--- config.mk ---
export PLATFORM = sky130hd
export DESIGN_NAME = pong_game_ctrl
export DESIGN_NICKNAME = d
export VERILOG_FILES = /design/src/rtl/pong_game_ctrl_pkg.sv /design/src/rtl/pong_edge_det.sv /design/src/rtl/pong_game_ctrl.sv
export SDC_FILE = /design/constraint.sdc
export NUM_CORES = 1
export LEC_CHECK = 0
export BUFFER_PORTS_ARGS = -buffer_cell sky130_fd_sc_hd__clkbuf_2
export CORE_UTILIZATION = 43
export DETAILED_ROUTE_END_ITERATION = 10
export GPL_TIMING_DRIVEN = 0
export PLACE_DENSITY = 0.67
export REMOVE_ABC_BUFFERS = 1
export SLEW_MARGIN = 10
export SYNTH_ARGS = -nofsm -noshare
export SYNTH_HDL_FRONTEND = slang
export SYNTH_SLANG_ARGS = --single-unit
--- constraint.sdc ---
create_clock -name clk -period 2 [get_ports clk]
set_input_delay 0.3 -clock clk [delete_from_list [all_inputs] [get_ports clk]]
set_output_delay 0.3 -clock clk [all_outputs]
set_load 0.02 [all_outputs]
--- src/rtl/pong_game_ctrl_pkg.sv ---
// Shared pong defines: table/paddle geometry, game-state encoding and serve constants.
// The overlay renderer imports this too, so it decodes the state bus the same way.
package pong_game_ctrl_pkg;

    localparam int unsigned TABLE_W    = 640;
    localparam int unsigned TABLE_H    = 480;
    localparam int unsigned PADDLE_W   = 8;
    localparam int unsigned PADDLE_H   = 64;
    localparam int unsigned PADDLE_GAP = 16;
    localparam int unsigned BALL_SIZE  = 8;

    localparam int unsigned WIN_SCORE_DEFAULT = 9;

    localparam logic SERVE_LEFT  = 1'b0;
    localparam logic SERVE_RIGHT = 1'b1;

    typedef enum logic [2:0] {
        StIdle   = 3'd0,
        StServe  = 3'd1,
        StPlay   = 3'd2,
        StScored = 3'd3,
        StOver   = 3'd4
    } game_state_e;

    // Opposing requests cancel so a paddle never sees up and down together.
    function automatic logic [1:0] paddle_gate(input logic up, input logic down,
                                               input logic en);
        return {up & ~down & en, down & ~up & en};
    endfunction

endpackage

--- src/rtl/pong_edge_det.sv ---
// Rising-edge pulse generator: registers the level once and flags a 0->1 transition.
module pong_edge_det (
    input  logic clk,
    input  logic rst_n,
    input  logic sig,
    output logic pulse
);

    logic sig_q;

    always_ff @(posedge clk or negedge rst_n) begin
        if (!rst_n) begin
            sig_q <= 1'b0;
        end else begin
            sig_q <= sig;
        end
    end

    assign pulse = sig & ~sig_q;

endmodule

--- src/rtl/pong_game_ctrl.sv ---
// Pong match sequencer: gates paddle requests, serves the ball and keeps score,
// stepping through attract, serve, play, scored and game-over phases in frames.
module pong_game_ctrl
    import pong_game_ctrl_pkg::*;
#(
    parameter int unsigned WIN_SCORE     = WIN_SCORE_DEFAULT,
    parameter int unsigned SERVE_FRAMES  = 60,
    parameter int unsigned SCORED_FRAMES = 90
) (
    input  logic       clk,
    input  logic       rst_n,
    input  logic       vblank,
    input  logic       start_btn,
    input  logic       up_l_in,
    input  logic       down_l_in,
    input  logic       up_r_in,
    input  logic       down_r_in,
    input  logic       miss_l,
    input  logic       miss_r,
    output logic       up_l,
    output logic       down_l,
    output logic       up_r,
    output logic       down_r,
    output logic       ball_en,
    output logic       ball_serve,
    output logic       serve_dir,
    output logic [3:0] score_l,
    output logic [3:0] score_r,
    output logic [2:0] state,
    output logic       winner
);

    localparam logic [3:0] WinScore     = 4'(WIN_SCORE);
    localparam logic [7:0] ServeFrames  = 8'(SERVE_FRAMES);
    localparam logic [7:0] ScoredFrames = 8'(SCORED_FRAMES);

    logic        frame_tick;
    logic        start_pulse;
    logic        paddle_en;
    logic [7:0]  frame_cnt_q;
    logic [3:0]  score_l_inc;
    logic [3:0]  score_r_inc;
    logic [1:0]  gate_l;
    logic [1:0]  gate_r;
    game_state_e state_q;

    pong_edge_det u_vblank_edge (
        .clk   (clk),
        .rst_n (rst_n),
        .sig   (vblank),
        .pulse (frame_tick)
    );

    pong_edge_det u_start_edge (
        .clk   (clk),
        .rst_n (rst_n),
        .sig   (start_btn),
        .pulse (start_pulse)
    );

    assign paddle_en   = (state_q == StServe) || (state_q == StPlay);
    assign gate_l      = paddle_gate(up_l_in, down_l_in, paddle_en);
    assign gate_r      = paddle_gate(up_r_in, down_r_in, paddle_en);
    assign score_l_inc = score_l + 4'd1;
    assign score_r_inc = score_r + 4'd1;
    assign state       = state_q;

    always_ff @(posedge clk or negedge rst_n) begin
        if (!rst_n) begin
            state_q     <= StIdle;
            frame_cnt_q <= 8'd0;
            up_l        <= 1'b0;
            down_l      <= 1'b0;
            up_r        <= 1'b0;
            down_r      <= 1'b0;
            ball_en     <= 1'b0;
            ball_serve  <= 1'b0;
            serve_dir   <= 1'b0;
            score_l     <= 4'd0;
            score_r     <= 4'd0;
            winner      <= 1'b0;
        end else begin
            {up_l, down_l} <= gate_l;
            {up_r, down_r} <= gate_r;
            ball_serve     <= 1'b0;

            if (frame_tick) begin
                frame_cnt_q <= frame_cnt_q - 8'd1;
            end

            unique case (state_q)
                StIdle, StOver: begin
                    ball_en <= 1'b0;
                    if (start_pulse) begin
                        score_l     <= 4'd0;
                        score_r     <= 4'd0;
                        serve_dir   <= SERVE_RIGHT;
                        winner      <= 1'b0;
                        frame_cnt_q <= ServeFrames;
                        state_q     <= StServe;
                    end
                end
                StServe: begin
                    ball_en <= 1'b0;
                    if (frame_tick && frame_cnt_q == 8'd1) begin
                        ball_serve <= 1'b1;
                        state_q    <= StPlay;
                    end
                end
                StPlay: begin
                    // Ball starts moving the cycle after the serve pulse.
                    ball_en <= 1'b1;
                    if (miss_l && miss_r) begin
                        ball_en     <= 1'b0;
                        frame_cnt_q <= ScoredFrames;
                        state_q     <= StScored;
                    end else if (miss_l) begin
                        ball_en   <= 1'b0;
                        score_r   <= score_r_inc;
                        serve_dir <= SERVE_LEFT;
                        if (score_r_inc == WinScore) begin
                            winner  <= 1'b1;
                            state_q <= StOver;
                        end else begin
                            frame_cnt_q <= ScoredFrames;
                            state_q     <= StScored;
                        end
                    end else if (miss_r) begin
                        ball_en   <= 1'b0;
                        score_l   <= score_l_inc;
                        serve_dir <= SERVE_RIGHT;
                        if (score_l_inc == WinScore) begin
                            winner  <= 1'b0;
                            state_q <= StOver;
                        end else begin
                            frame_cnt_q <= ScoredFrames;
                            state_q     <= StScored;
                        end
                    end
                end
                StScored: begin
                    ball_en <= 1'b0;
                    if (frame_tick && frame_cnt_q == 8'd1) begin
                        frame_cnt_q <= ServeFrames;
                        state_q     <= StServe;
                    end
                end
                default: begin
                    ball_en <= 1'b0;
                    state_q <= StIdle;
                end
            endcase
        end
    end

endmodule

== Word-level counts from Yosys, hierarchy flattened ==
Index checks and enable logic that the tools add are counted.
Storage, ports and cells
  flip-flop bits (word level): 29
  bits of input ports: 10
  output and inout bits: 19
  word-level logic and storage cells: 106
Operators by class
  add/sub/neg operators: 3
  equality and inequality tests: 18
  mux-type cells: 44
  bitwise operators: 16
  reduce and logical (&&, ||, !) cells: 11
Operators by type and width (number)
  8-bit 2-to-1 mux: 8
  3-bit 2-to-1 mux: 8
  4-bit 2-to-1 mux: 6
  8-bit one-hot mux with 3 select lines: 1
  1-bit 2-to-1 mux: 16
  4-bit one-hot mux with 2 select lines: 2
  2-bit inequality test (second input constant): 6
  3-bit one-hot mux with 4 select lines: 1
  4-bit AND reduction: 3
  1-bit AND: 10
  4-bit by 1-bit adder with 4-bit output (second input constant): 2
  4-bit == test (second input constant): 2
  8-bit by 1-bit == test with 1-bit output (second input constant): 1
  8-bit by 1-bit subtractor with 8-bit output (second input constant): 1
  3-bit by 2-bit == test with 1-bit output (second input constant): 2
  3-bit by 2-bit inequality test with 1-bit output (second input constant): 2
  1-bit NOT: 6
  6-bit AND reduction: 1
  5-bit AND reduction: 1
  4-bit by 3-bit inequality test with 1-bit output (second input constant): 1
  1-bit one-hot mux with 2 select lines: 2
  3-bit by 1-bit == test with 1-bit output (second input constant): 1
  3-bit == test (second input constant): 1
  3-bit logical NOT: 1
  other kinds (6): 7

== Logic depth before layout (Yosys ltp) ==
Gate-level depths: netlist (run 1).
  depth in word-level cells: 8
  mapped depth: 7
  mapped depth without buffers: 7

== By module ==
A second synthesis (run 1) with hierarchy kept.
Unflattened totals
  cell total of the unflattened synthesis: 157
  area total of the unflattened synthesis: 1621.6 µm²
Modules (own cells, without submodules)
  pong_game_ctrl: times used 1, cells each 153, area an instance 1544.0 µm², sequential area each 675.6 µm²
  pong_edge_det: times used 2, cells each 2, area an instance 38.8 µm², sequential area each 25.0 µm²

== Least setup slack after synthesis (run 1) ==
Ideal clock, no wire load.
  kind: reg2reg
  start point: register frame_cnt_q[5]
  end point: register state_q[1], in the netlist state[1]
  library setup time: 0.120 ns
  arrival time: 1.805 ns
  required time: 1.880 ns
  path slack: 0.075 ns
  stages on the path, launching flop included: 6
  buffers on the path: 0
  period minus slack after synthesis: 1.925 ns
  cells stage by stage: dfrtp_1 or4_4 or3_4 xnor2_1 a21o_1 a31o_2
On the way
  cells in the longest elaborated chain, start to end: 4
  elaborated cells on any way between the ends: 5
  classes of those cells: eq/ne (3); reduce/logical (2)
RTL lines
  start, declared: line pong_game_ctrl.sv:40  | logic [7:0] frame_cnt_q;
  start signal, assigned: line pong_game_ctrl.sv:88  | frame_cnt_q <= frame_cnt_q - 8'd1;
  start signal, assigned: line pong_game_ctrl.sv:99  | frame_cnt_q <= ServeFrames;
  start signal, assigned: line pong_game_ctrl.sv:115  | frame_cnt_q <= ScoredFrames;
  8-bit by 1-bit == test with 1-bit output *: line pong_game_ctrl.sv:105, pong_game_ctrl.sv:143
  1-bit logical AND *: line pong_game_ctrl.sv:105, pong_game_ctrl.sv:143
  2-bit inequality test (no line) or 2-bit by 1-bit inequality test with 1-bit output (tied branches)
  4-bit AND reduction (no line) *
  end signal, assigned: line pong_game_ctrl.sv:107  | state_q <= StPlay;
  end signal, assigned: line pong_game_ctrl.sv:145  | state_q <= StServe;
  end signal, assigned: line pong_game_ctrl.sv:150  | state_q <= StIdle;
  end, declared: line pong_game_ctrl.sv:45  | game_state_e state_q;
Mark *: on every way between the ends. The rest lies on a longest branch, timed or not.
A chain may end at the register's enable or synchronous reset.

== Worst setup path in the final report (run 1) ==
  start point: register frame_cnt_q[3]
  end point: register frame_cnt_q[7]
On the way
  cells in the longest elaborated chain, start to end: 7
  elaborated cells on any way between the ends: 12
  classes of those cells: add/sub (1); eq/ne (1); mux (9); reduce/logical (1)
RTL lines
  8-bit by 1-bit subtractor with 8-bit output: line pong_game_ctrl.sv:88
  8-bit 2-to-1 mux: line pong_game_ctrl.sv:87  | if (frame_tick) begin
  8-bit 2-to-1 mux: line pong_game_ctrl.sv:132  | if (score_l_inc == WinScore) begin
  8-bit 2-to-1 mux: line pong_game_ctrl.sv:128  | end else if (miss_r) begin
  8-bit 2-to-1 mux: line pong_game_ctrl.sv:117  | end else if (miss_l) begin
  8-bit 2-to-1 mux: line pong_game_ctrl.sv:113  | if (miss_l && miss_r) begin
  8-bit one-hot mux with 3 select lines *: line pong_game_ctrl.sv:91  | unique case (state_q)
Marked as above.

==> summary.md, run 1 <==
| Metric | Value |
|---|---|
| Worst path top cell family by delay | `simple AND/OR/NAND/NOR gates` |
| Dpl hpwl | `2430 um` |
| DR WL/cell | `13.74 um` |
| Most used flip-flop cell after synthesis | `dfrtp_1` |
| Design Power | `2135 uW` |
| Status | `finished clean` |
| Vias in the first global route | `1,330` |
| Commonest non-fill, non-tap cell in the layout | `clkbuf_2` |
| Slew @ Worst Pin | `0.7145 ns` |
| Crit-path max FO | `5` |
| Fillers | `316` |
| Critical path's slowest cell | `or4_4` |
| Post-Layout Inst Area | `1957 um^2` |
| Via density | `5.344` |
| CTS tree | `yes` |
| TNS Setup | `0 ns` |
| Layout Skew | `0.005121 ns` |
| Initial Util | `46.42%` |
| Gate Count Post-Synth | `166` |
| Nets | `219` |
| Pins Over Slew Limit | `0` |
| Final core area utilization | `56.85%` |
| Register area share after synthesis | `45.42%` |
| Synth async-reset ratio | `100.0%` |
| Worst setup startpoint | `frame_cnt_q[3]` |
| Minimum clock period | `1.947 ns` |
| Syn_area_per_cell | `9.625 um^2` |
| Vias post-DR | `1,336` |
| Post-synth cell types | `39` |
| Cell area after synthesis | `1598 um^2` |
| Hold Fails Final Rpt | `0` |
| # Max-Cap Violations | `0` |
| Num ports | `29` |
| Final period util | `97.33%` |
| CP required | `2.17 ns` |
| Setup crit end kind | `register` |
| Initial antenna violation count | `0` |
| Largest stage delay on the critical path | `0.50 ns` |
| Clk_lat worst skew | `0.28 ns` |
| Area of the die | `3963 um^2` |
| HP Class | `in2async` |
| CTS Root Cell | `clkbuf_8` |
| CP startpoint kind | `register` |
| Max Freq | `513.7 MHz` |
| Clk sinks | `29` |
| Diode count | `0` |
| Port Buf Inserts | `28` |
| # rows | `21` |
| Worst path bufs/invs | `0` |
| Gpl congestion | `0.8293` |
| RSZ-0062 raised after global routing | `yes` |
| Remaining Overflow, GRT | `0` |
| VDD IR-drop max | `0.4978 mV` |
| Finished Layout Cells | `250` |
| First-pass DRT Iterations | `4` |
| 1st-iter DRT viols | `34` |
| Critical R2R Launch | `frame_cnt_q[3]` |
| Dpl cell area | `1773 um^2` |
| DRT antenna net count | `0` |
| Placed Cells | `238` |
| Setup violations, final | `0` |
| CTS Buffer Depth | `2` |
| Placeable Area | `3442 um^2` |
| Die Wd | `62.96 um` |
| First-pass GRT wire length | `5885 um` |
| Pleak | `0.0008671 uW` |
| Chip height | `62.96 um` |
| Htree depth | `2` |
| DRC | `0` |
| Area grow syn2layout | `22.47%` |
| CTS Buf Count | `5` |
| Clock-pin slew on the worst setup and hold paths | `0.06 ns` |
| Crit path cell chain | `or4_4 -> or3_4 -> o21ai_4 -> o2111ai_4 -> and3_1` |
| Most frequent cells in the layout | `28 x clkbuf_2, 25 x dfrtp_1, 17 x o21ai_0` |
| Share of post-route cells with drive strength above 1 | `30.88%` |
| Syn. warnings | `0` |
| Total GRT Usage | `19.31%` |
| Synth Register Bits | `29` |
| Post-Route WL | `3434 um` |
| Largest net degree at the start of global routing | `30` |
| PwrDens | `1091 nW/um^2` |
| EDFF count, synth | `0` |
| Arr. time, crit path | `2.12 ns` |
| Critical path class | `reg2reg` |
| Relative slew slack | `52.37%` |
[power breakdown]
group / switching, uW / total, uW / internal, uW
logic: 416 / 762 / 346
registers: 172 / 912 / 739
clock network: 221 / 462 / 240
[final cells by class]
cell class                      instances  area (um^2)  area share (%)
Tap cell                               46        57.56           2.941
Clock buffer                            6        72.57           3.708
Inverter                                8        30.03           1.535
Timing Repair Buffer                   32        170.2           8.696
Clock inverter                          2        10.01          0.5115
Sequential cell                        29        730.7           37.34
Multi-Input combinational cell        127        885.9           45.27
[synthesized netlist by cell type (3+ instances only)]
cell type / count / area share (%)
a21oi_1: 8 / 2.5
dfrtp_1: 29 / 45
or2_2: 3 / 1.2
nor3_1: 6 / 1.9
nor2_1: 10 / 2.3
a31oi_1: 4 / 1.6
xnor2_1: 5 / 2.7
nand2_1: 15 / 3.5
ha_1: 6 / 4.7
xor2_1: 4 / 2.2
nor2b_1: 3 / 1.2
inv_1: 8 / 1.9
and3_1: 3 / 1.2
nor3b_1: 5 / 2.3
nand2b_1: 4 / 1.6
o21a_1: 3 / 1.4
o21ai_0: 19 / 6.0
nand3_1: 4 / 1.3
[cell families (layout without fill, tap and decap cells)]
group / Yosys count / after routing / share of synthesized area [%]
DFF: 29 / 29 / 45.42
muxes: 1 / 1 / 0.6265
and+or+nand+nor: 68 / 68 / 24.51
AOI/OAI and AO/OA: 43 / 43 / 16.52
adders and majority gates: 6 / 6 / 4.698
xor gates and xnor gates: 9 / 9 / 4.933
buffers and inverters: 10 / 48 / 3.289
[what timing repair did]
| item | in CTS | in global routing |
|---|---|---|
| pin swaps | 2 | 3 |
| hold buffers | 0 | 0 |
| resized for setup | 6 | 12 |
| buffers inserted | 2 | 2 |
| setup endpoints to repair | 17 | 15 |
[sequential cells by signal, summed over array words and instances (netlist names), 3 cells and up]
signal       flops
score_l          4
state            3
score_r          4
frame_cnt_q      8
[path summary, 6_finish.rpt]
path                       slack [ns]  cells after the start                   to
max                              0.05                      5       frame_cnt_q[7]
min                              0.06                      1             state[2]
max in group asynchronous        1.43                      1           score_r[0]
max reg2reg                      0.05                      5       frame_cnt_q[7]
min in group clk                 0.14                      1  u_vblank_edge.sig_q
min reg2reg                      0.50                      1            serve_dir
[metal layers]
metal | share of wire, % | global-route usage (%) | routed length [um] | up-vias
met4 | 1.5 | 9.302 | 53 | 0
met3 | 4.2 | 5.109 | 144 | 5
met1 | 47 | 24.13 | 1604 | 635
li1 | - | - | - | 660
met5 | 0 | 0 | 0 | -
met2 | 48 | 30.65 | 1632 | 36
[stage by stage]
stage               hold slack [ns]  setup WS, ns
finish                      0.05924       0.05331
global route                 0.1164     -0.002166
CTS                         0.09338     0.0004037
detailed placement           0.3978       -0.3766
global placement             0.3851       -0.1901
floorplan                  0.004409       0.06067
Note: power is estimated with default switching activity, not from simulation.
==> run 2, diff against run 1 <==
--- a/config.mk
+++ b/config.mk
@@ -6,10 +6,10 @@
 export NUM_CORES = 1
 export LEC_CHECK = 0
 export BUFFER_PORTS_ARGS = -buffer_cell sky130_fd_sc_hd__clkbuf_2
-export CORE_UTILIZATION = 43
+export CORE_UTILIZATION = 49
 export DETAILED_ROUTE_END_ITERATION = 10
 export GPL_TIMING_DRIVEN = 0
-export PLACE_DENSITY = 0.67
+export PLACE_DENSITY = 0.74
 export REMOVE_ABC_BUFFERS = 1
 export SLEW_MARGIN = 10
 export SYNTH_ARGS = -nofsm -noshare
==> run 2 against run 1 <==
  * Flip-flop and latch count unchanged
  * Cell count is 1.2% lower
  * Maximum frequency is 1.7% lower
  * Combinational power down 2%
  * Register-to-register slack got worse by 0.03 ns
  * Clock skew grew 0.0046 ns
  * Worst hold slack worse by 0.056 ns
  * Global-route usage up 2.3 points
==> summary.md, run 2 (synthesis results as in run 1) <==
| Metric | Value |
|---|---|
| Status | `finished clean` |
| # Max-Cap Violations | `0 (unchanged)` |
| Critical R2R Launch | `frame_cnt_q[5]` |
| Critical path class | `reg2reg` |
| Final period util | `99.01% (+1.7 points)` |
| DRT antenna net count | `0 (unchanged)` |
| Pins Over Slew Limit | `0 (unchanged)` |
| Placeable Area | `3078 um^2 (-11%)` |
| CP startpoint kind | `register` |
| Layout Skew | `0.009674 ns (+0.004553 ns)` |
| Pleak | `0.0008571 uW (-1.2%)` |
| Vias post-DR | `1,320 (-1.2%)` |
| Clk sinks | `29 (unchanged)` |
| Initial antenna violation count | `0 (unchanged)` |
| VDD IR-drop max | `0.6475 mV (+30%)` |
| Final core area utilization | `63.05% (+6.2 points)` |
| CTS Buf Count | `5 (unchanged)` |
| Met3 usage in global routing | `6.550% (+1.4 points)` |
| Diode count | `0 (unchanged)` |
| Setup crit end kind | `register` |
| Num ports | `29 (unchanged)` |
| Remaining Overflow, GRT | `0 (unchanged)` |
| Gpl congestion | `0.8038 (-3.1%)` |
| Post-Layout Inst Area | `1941 um^2 (-0.83%)` |
| Routing usage on met2 | `35.39% (+4.7 points)` |
| Chip height | `59.11 um (-6.1%)` |
| Worst R2R End | `state[1]` |
| Vias in the first global route | `1,287 (-3.2%)` |
| Slew @ Worst Pin | `0.7126 ns (-0.001861 ns)` |
| HP Class | `in2async` |
| Nets | `218 (-0.46%)` |
| # rows | `20 (-4.8%)` |
| Met1 Track Usage GR | `26.93% (+2.8 points)` |
| First-pass DRT Iterations | `4 (unchanged)` |
| Area of the die | `3493 um^2 (-12%)` |
| Largest net degree at the start of global routing | `30 (unchanged)` |
| Minimum clock period | `1.980 ns (+0.03353 ns)` |
| Relative slew slack | `52.49% (+0.12 points)` |
| CTS Root Cell | `clkbuf_4` |
| Post-Route WL | `3218 um (-6.3%)` |
| Max reg flops | `8 (unchanged)` |
| Max Freq | `505.0 MHz (-1.7%)` |
| Arr. time, crit path | `2.20 ns (+0.08 ns)` |
| Clock-pin slew on the worst setup and hold paths | `0.10 ns (+0.04 ns)` |
| First-pass GRT wire length | `5582 um (-5.1%)` |
| R2R setup slack | `0.02 ns (-0.03 ns)` |
| Commonest non-fill, non-tap cell in the layout | `clkbuf_2` |
| Total GRT Usage | `21.60% (+2.3 points)` |
| Port Buf Inserts | `28 (unchanged)` |
| CTS tree | `yes` |
| Gr busiest metal | `met2` |
| Biggest regs | `frame_cnt_q: 8 flops, score_l: 4 flops, score_r: 4 flops` |
| CP required | `2.22 ns (+0.05 ns)` |
| Crit-path max FO | `4 (-1)` |
| WHS | `0.003522 ns (-0.05572 ns)` |
| Dpl cell area | `1770 um^2 (-0.14%)` |
| Share of post-route cells with drive strength above 1 | `29.56% (-1.3 points)` |
| DR WL/cell | `13.03 um (-5.2%)` |
| Hold Fails Final Rpt | `0 (unchanged)` |
| Most frequent cells in the layout | `28 x clkbuf_2, 26 x dfrtp_1, 19 x o21ai_0` |
| R2R cell count | `5 (unchanged)` |
| Via density | `5.344 (about the same)` |
| Worst setup startpoint | `frame_cnt_q[5]` |
| DRC | `0 (unchanged)` |
| CTS Buffer Depth | `2 (unchanged)` |
| Biggest register | `frame_cnt_q` |
| Clk_lat worst skew | `0.33 ns (+0.05 ns)` |
| RSZ-0062 raised after global routing | `yes` |
| Htree depth | `2 (unchanged)` |
| PwrDens | `1108 nW/um^2 (+1.5%)` |
| Dpl hpwl | `2327 um (-4.3%)` |
| Setup violations, final | `0 (unchanged)` |
| 1st-iter DRT viols | `34 (unchanged)` |
| Area grow syn2layout | `21.46%` |
| Die Wd | `59.11 um (-6.1%)` |
| Initial Util | `51.91% (+5.5 points)` |
[run 2: cell count changes in the layout (fill, tap and decap cells not counted), sizes merged]
cell and change:
buf -1, bufinv +1, clkbuf +1, clkinv -2
[run 2: routing by layer]
layer	wire length (um)	part of all wire (%)	vias up
li1	-	-	660
met1	1455	45	624
met2	1568	49	31
met3	154	4.8	5
met4	40	1.2	0
met5	0	0	-
[run 2: layout make-up]
class,count,area (um^2)
fill,264,1137
clock buffer,7,55.05
inverter,8,30.03
multi-input combinational,127,878.3
clock inverter,1,30.03
timing repair buffer,31,162.7
tap,44,55.05
sequential,29,729.5
[run 2: critical path: stages, from the launching register on]
cell and delay [ns]:
dfrtp_1 0.39, or4_4 0.54, or3_4 0.42, xnor2_1 0.14
a21o_1 0.18, a31o_2 0.21
[run 2: repair_timing]
| action | in CTS | in global routing |
|---|---|---|
| hold buffers | 0 | 0 |
| setup endpoints to repair | 17 | 7 |
| pin swaps | 0 | 1 |
| buffers inserted | 2 | 1 |
| gates resized for setup | 4 | 9 |
[run 2: how the worst max path moves through the flow]
stage | to | slack, ns | cells after the start
3_3_place_gp | frame_cnt_q[0] | -0.20 | 3
5_1_grt | state[1] | -0.02 | 5
2_1_floorplan | state[1] | 0.06 | 5
4_1_cts | state[1] | 0.005 | 5
6_report | state[1] | 0.02 | 5
3_5_place_dp | frame_cnt_q[7] | -0.24 | 3
[run 2: per-stage QoR]
step	instances	setup WS (ns)	power, uW	TNS (ns)
detailed placement	236	-0.2412	1580	-1.925
global placement	236	-0.1990	1541	-1.399
global route	247	-0.01880	2307	-0.04408
floorplan	164	0.06067	1368	0
CTS	246	0.005380	2130	0
finish	247	0.01978	2150	0
[run 2: power breakdown]
group	total, uW	switching (uW)	internal [uW]	leakage, uW
registers	904	168	736	0.000363
clock network	500	202	298	0.0000455
logic	747	409	338	0.000448
total	2150	779	1370	0.000857
==> run 3, diff against run 2 <==
--- a/config.mk
+++ b/config.mk
@@ -5,10 +5,12 @@
 export SDC_FILE = /design/constraint.sdc
 export NUM_CORES = 1
 export LEC_CHECK = 0
+export ABC_CLOCK_PERIOD_IN_PS = 2000
 export BUFFER_PORTS_ARGS = -buffer_cell sky130_fd_sc_hd__clkbuf_2
 export CORE_UTILIZATION = 49
 export DETAILED_ROUTE_END_ITERATION = 10
 export GPL_TIMING_DRIVEN = 0
+export HOLD_SLACK_MARGIN = 0.05
 export PLACE_DENSITY = 0.74
 export REMOVE_ABC_BUFFERS = 1
 export SLEW_MARGIN = 10
==> run 3 against run 2 <==
  * First-iteration DRC count is 2.9% lower
  * Non-clock buffer count is 1 higher
  * Clock skew is essentially flat
  * Register-to-register slack barely moved
  * Largest cell class unchanged
  * Maximum frequency about the same
  * Combinational power hardly changed
==> summary.md, run 3 (synthesis results as in run 1) <==
| Metric | Value |
|---|---|
| Clk sinks | `29 (unchanged)` |
| RSZ-0062 raised after global routing | `yes` |
| Pleak | `0.0008613 uW (+0.49%)` |
| Pins Over Slew Limit | `0 (unchanged)` |
| Hold Fails Final Rpt | `0 (unchanged)` |
| WHS Path Cells | `1` |
| Htree depth | `2 (unchanged)` |
| Multi-input logic area | `878.3 um^2 (unchanged)` |
| R2R cell count | `5 (unchanged)` |
| Critical path's slowest cell | `or4_4` |
| Biggest register | `frame_cnt_q` |
| CTS Buffer Depth | `2 (unchanged)` |
| DR WL/cell | `13.13 um (+0.74%)` |
| WHS | `0.09278 ns (+0.08926 ns)` |
| FF/Latch Area | `729.5 um^2 (unchanged)` |
| Biggest regs | `frame_cnt_q: 8 flops, score_l: 4 flops, score_r: 4 flops` |
| Total GRT Usage | `21.78% (+0.19 points)` |
| Worst R2R End | `state[1]` |
| Critical path class | `reg2reg` |
| DRC | `0 (unchanged)` |
| First-pass DRT Iterations | `4 (unchanged)` |
| TNS Setup | `0 ns (unchanged)` |
| Die Wd | `59.11 um (unchanged)` |
| Worst path bufs/invs | `0 (unchanged)` |
| Setup violations, final | `0 (unchanged)` |
| Arr. time, crit path | `2.20 ns (about the same)` |
| Design Power | `2152 uW (about the same)` |
| Largest stage delay on the critical path | `0.54 ns (about the same)` |
| Crit path cell chain | `or4_4 -> or3_4 -> xnor2_1 -> a21o_1 -> a31o_2` |
| Num ports | `29 (unchanged)` |
| CTS Root Cell | `clkbuf_4` |
| Final period util | `99.01% (about the same)` |
| Clk_lat worst skew | `0.33 ns (about the same)` |
| CP required | `2.22 ns (about the same)` |
| Largest net degree at the start of global routing | `30 (unchanged)` |
| Layout Skew | `0.009675 ns (+0.00000003000 ns)` |
| Vias post-DR | `1,323 (+0.23%)` |
| Placeable Area | `3078 um^2 (unchanged)` |
| Worst path top cell family by delay | `simple AND/OR/NAND/NOR gates` |
| Area grow syn2layout | `22.08%` |
| Initial antenna violation count | `0 (unchanged)` |
| CP startpoint kind | `register` |
| CTS tree | `yes` |
| Status | `finished clean` |
| Commonest non-fill, non-tap cell in the layout | `clkbuf_2` |
| Max reg flops | `8 (unchanged)` |
| Crit-path max FO | `4 (unchanged)` |
| Area of the die | `3493 um^2 (unchanged)` |
| Critical R2R Launch | `frame_cnt_q[5]` |
| Clock-pin slew on the worst setup and hold paths | `0.10 ns (about the same)` |
| CTS Buf Count | `5 (unchanged)` |
| VDD IR-drop max | `0.6478 mV (about the same)` |
| Post-Route WL | `3255 um (+1.1%)` |
| Dpl hpwl | `2327 um (unchanged)` |
| R2R setup slack | `0.02 ns (about the same)` |
| Gpl congestion | `0.8038 (unchanged)` |
| Diode count | `0 (unchanged)` |
| Most frequent cells in the layout | `28 x clkbuf_2, 26 x dfrtp_1, 19 x o21ai_0` |
| 1st-iter DRT viols | `33 (-2.9%)` |
| First-pass GRT wire length | `5623 um (+0.73%)` |
| Chip height | `59.11 um (unchanged)` |
| Remaining Overflow, GRT | `0 (unchanged)` |
| Hold path endpoint | `u_vblank_edge.sig_q` |
| # rows | `20 (unchanged)` |
| Port Buf Inserts | `28 (unchanged)` |
| DRT antenna net count | `0 (unchanged)` |
| Slew @ Worst Pin | `0.7076 ns (-0.004955 ns)` |
| PwrDens | `1103 nW/um^2 (-0.43%)` |
| Fillers | `263 (-0.38%)` |
| # Max-Cap Violations | `0 (unchanged)` |
| Nets | `219 (+0.46%)` |
| Vias in the first global route | `1,298 (+0.85%)` |
| Via density | `5.335 (-0.18%)` |
| Final core area utilization | `63.37% (+0.33 points)` |
| Relative slew slack | `52.82% (+0.33 points)` |
| Share of post-route cells with drive strength above 1 | `29.41% (-0.14 points)` |
| Minimum clock period | `1.980 ns (+0.00004620 ns)` |
| Hold path start | `vblank` |
| HP Class | `in2reg` |
| Max Freq | `505.0 MHz (about the same)` |
| Setup crit end kind | `register` |
| Initial Util | `51.91% (unchanged)` |
run 3: cell types whose count changed in the layout (fill, tap and decap cells not counted):
cell,change
dlygate4sd3_1,+1
run 3: final cells by class:
| type | count | area share [%] |
|---|---|---|
| inverters | 8 | 1.539 |
| clock inverters | 1 | 1.539 |
| repair buffers | 32 | 8.852 |
| clock buffers | 7 | 2.822 |
| flip-flops and latches | 29 | 37.40 |
| multi-input cells | 127 | 45.03 |
| well taps | 44 | 2.822 |
run 3: metrics by stage:
step	instance area (um^2)	cells	worst slack [ns]
after floorplan	1575	164	0.06067
after CTS	1909	247	0.005380
after global routing	1951	248	-0.01880
after detailed placement	1770	236	-0.2412
final	1951	248	0.01973
after global placement	1770	236	-0.1990
run 3: worst max path at each step:
stage,from,end,cells past startpoint
4_1_cts,u_vblank_edge.sig_q,state[1],5
3_3_place_gp,state[0],frame_cnt_q[0],3
3_5_place_dp,state[0],frame_cnt_q[7],3
2_1_floorplan,frame_cnt_q[5],state[1],5
5_1_grt,frame_cnt_q[5],state[1],5
6_report,frame_cnt_q[5],state[1],5
run 3: repair_timing:
action,in CTS,in global routing
endpoints found under the hold margin,29,0
setup buffers,2,1
endpoints found under the setup margin,17,7
cloned,0,0
pin swaps,0,1
hold buffers,1,0
gates resized for setup,4,9
run 3: per-layer routing:
layer | vias up | wire length [um] | global-route usage (%)
met2 | 31 | 1599 | 36.04
met3 | 5 | 164 | 6.769
met1 | 625 | 1451 | 26.79
met5 | - | 0 | 0
met4 | 0 | 40 | 7.823
li1 | 662 | - | -
run 3: where the power goes:
part | switching, uW | internal [uW]
Sequential | 168 | 736
Clock | 202 | 298
Combinational | 409 | 339
run 3: worst reg2reg max path, cell delays in order, from the launching register on:
cell	delay, ns
dfrtp_1	0.39
or4_4	0.54
or3_4	0.42
xnor2_1	0.14
a21o_1	0.18
a31o_2	0.21
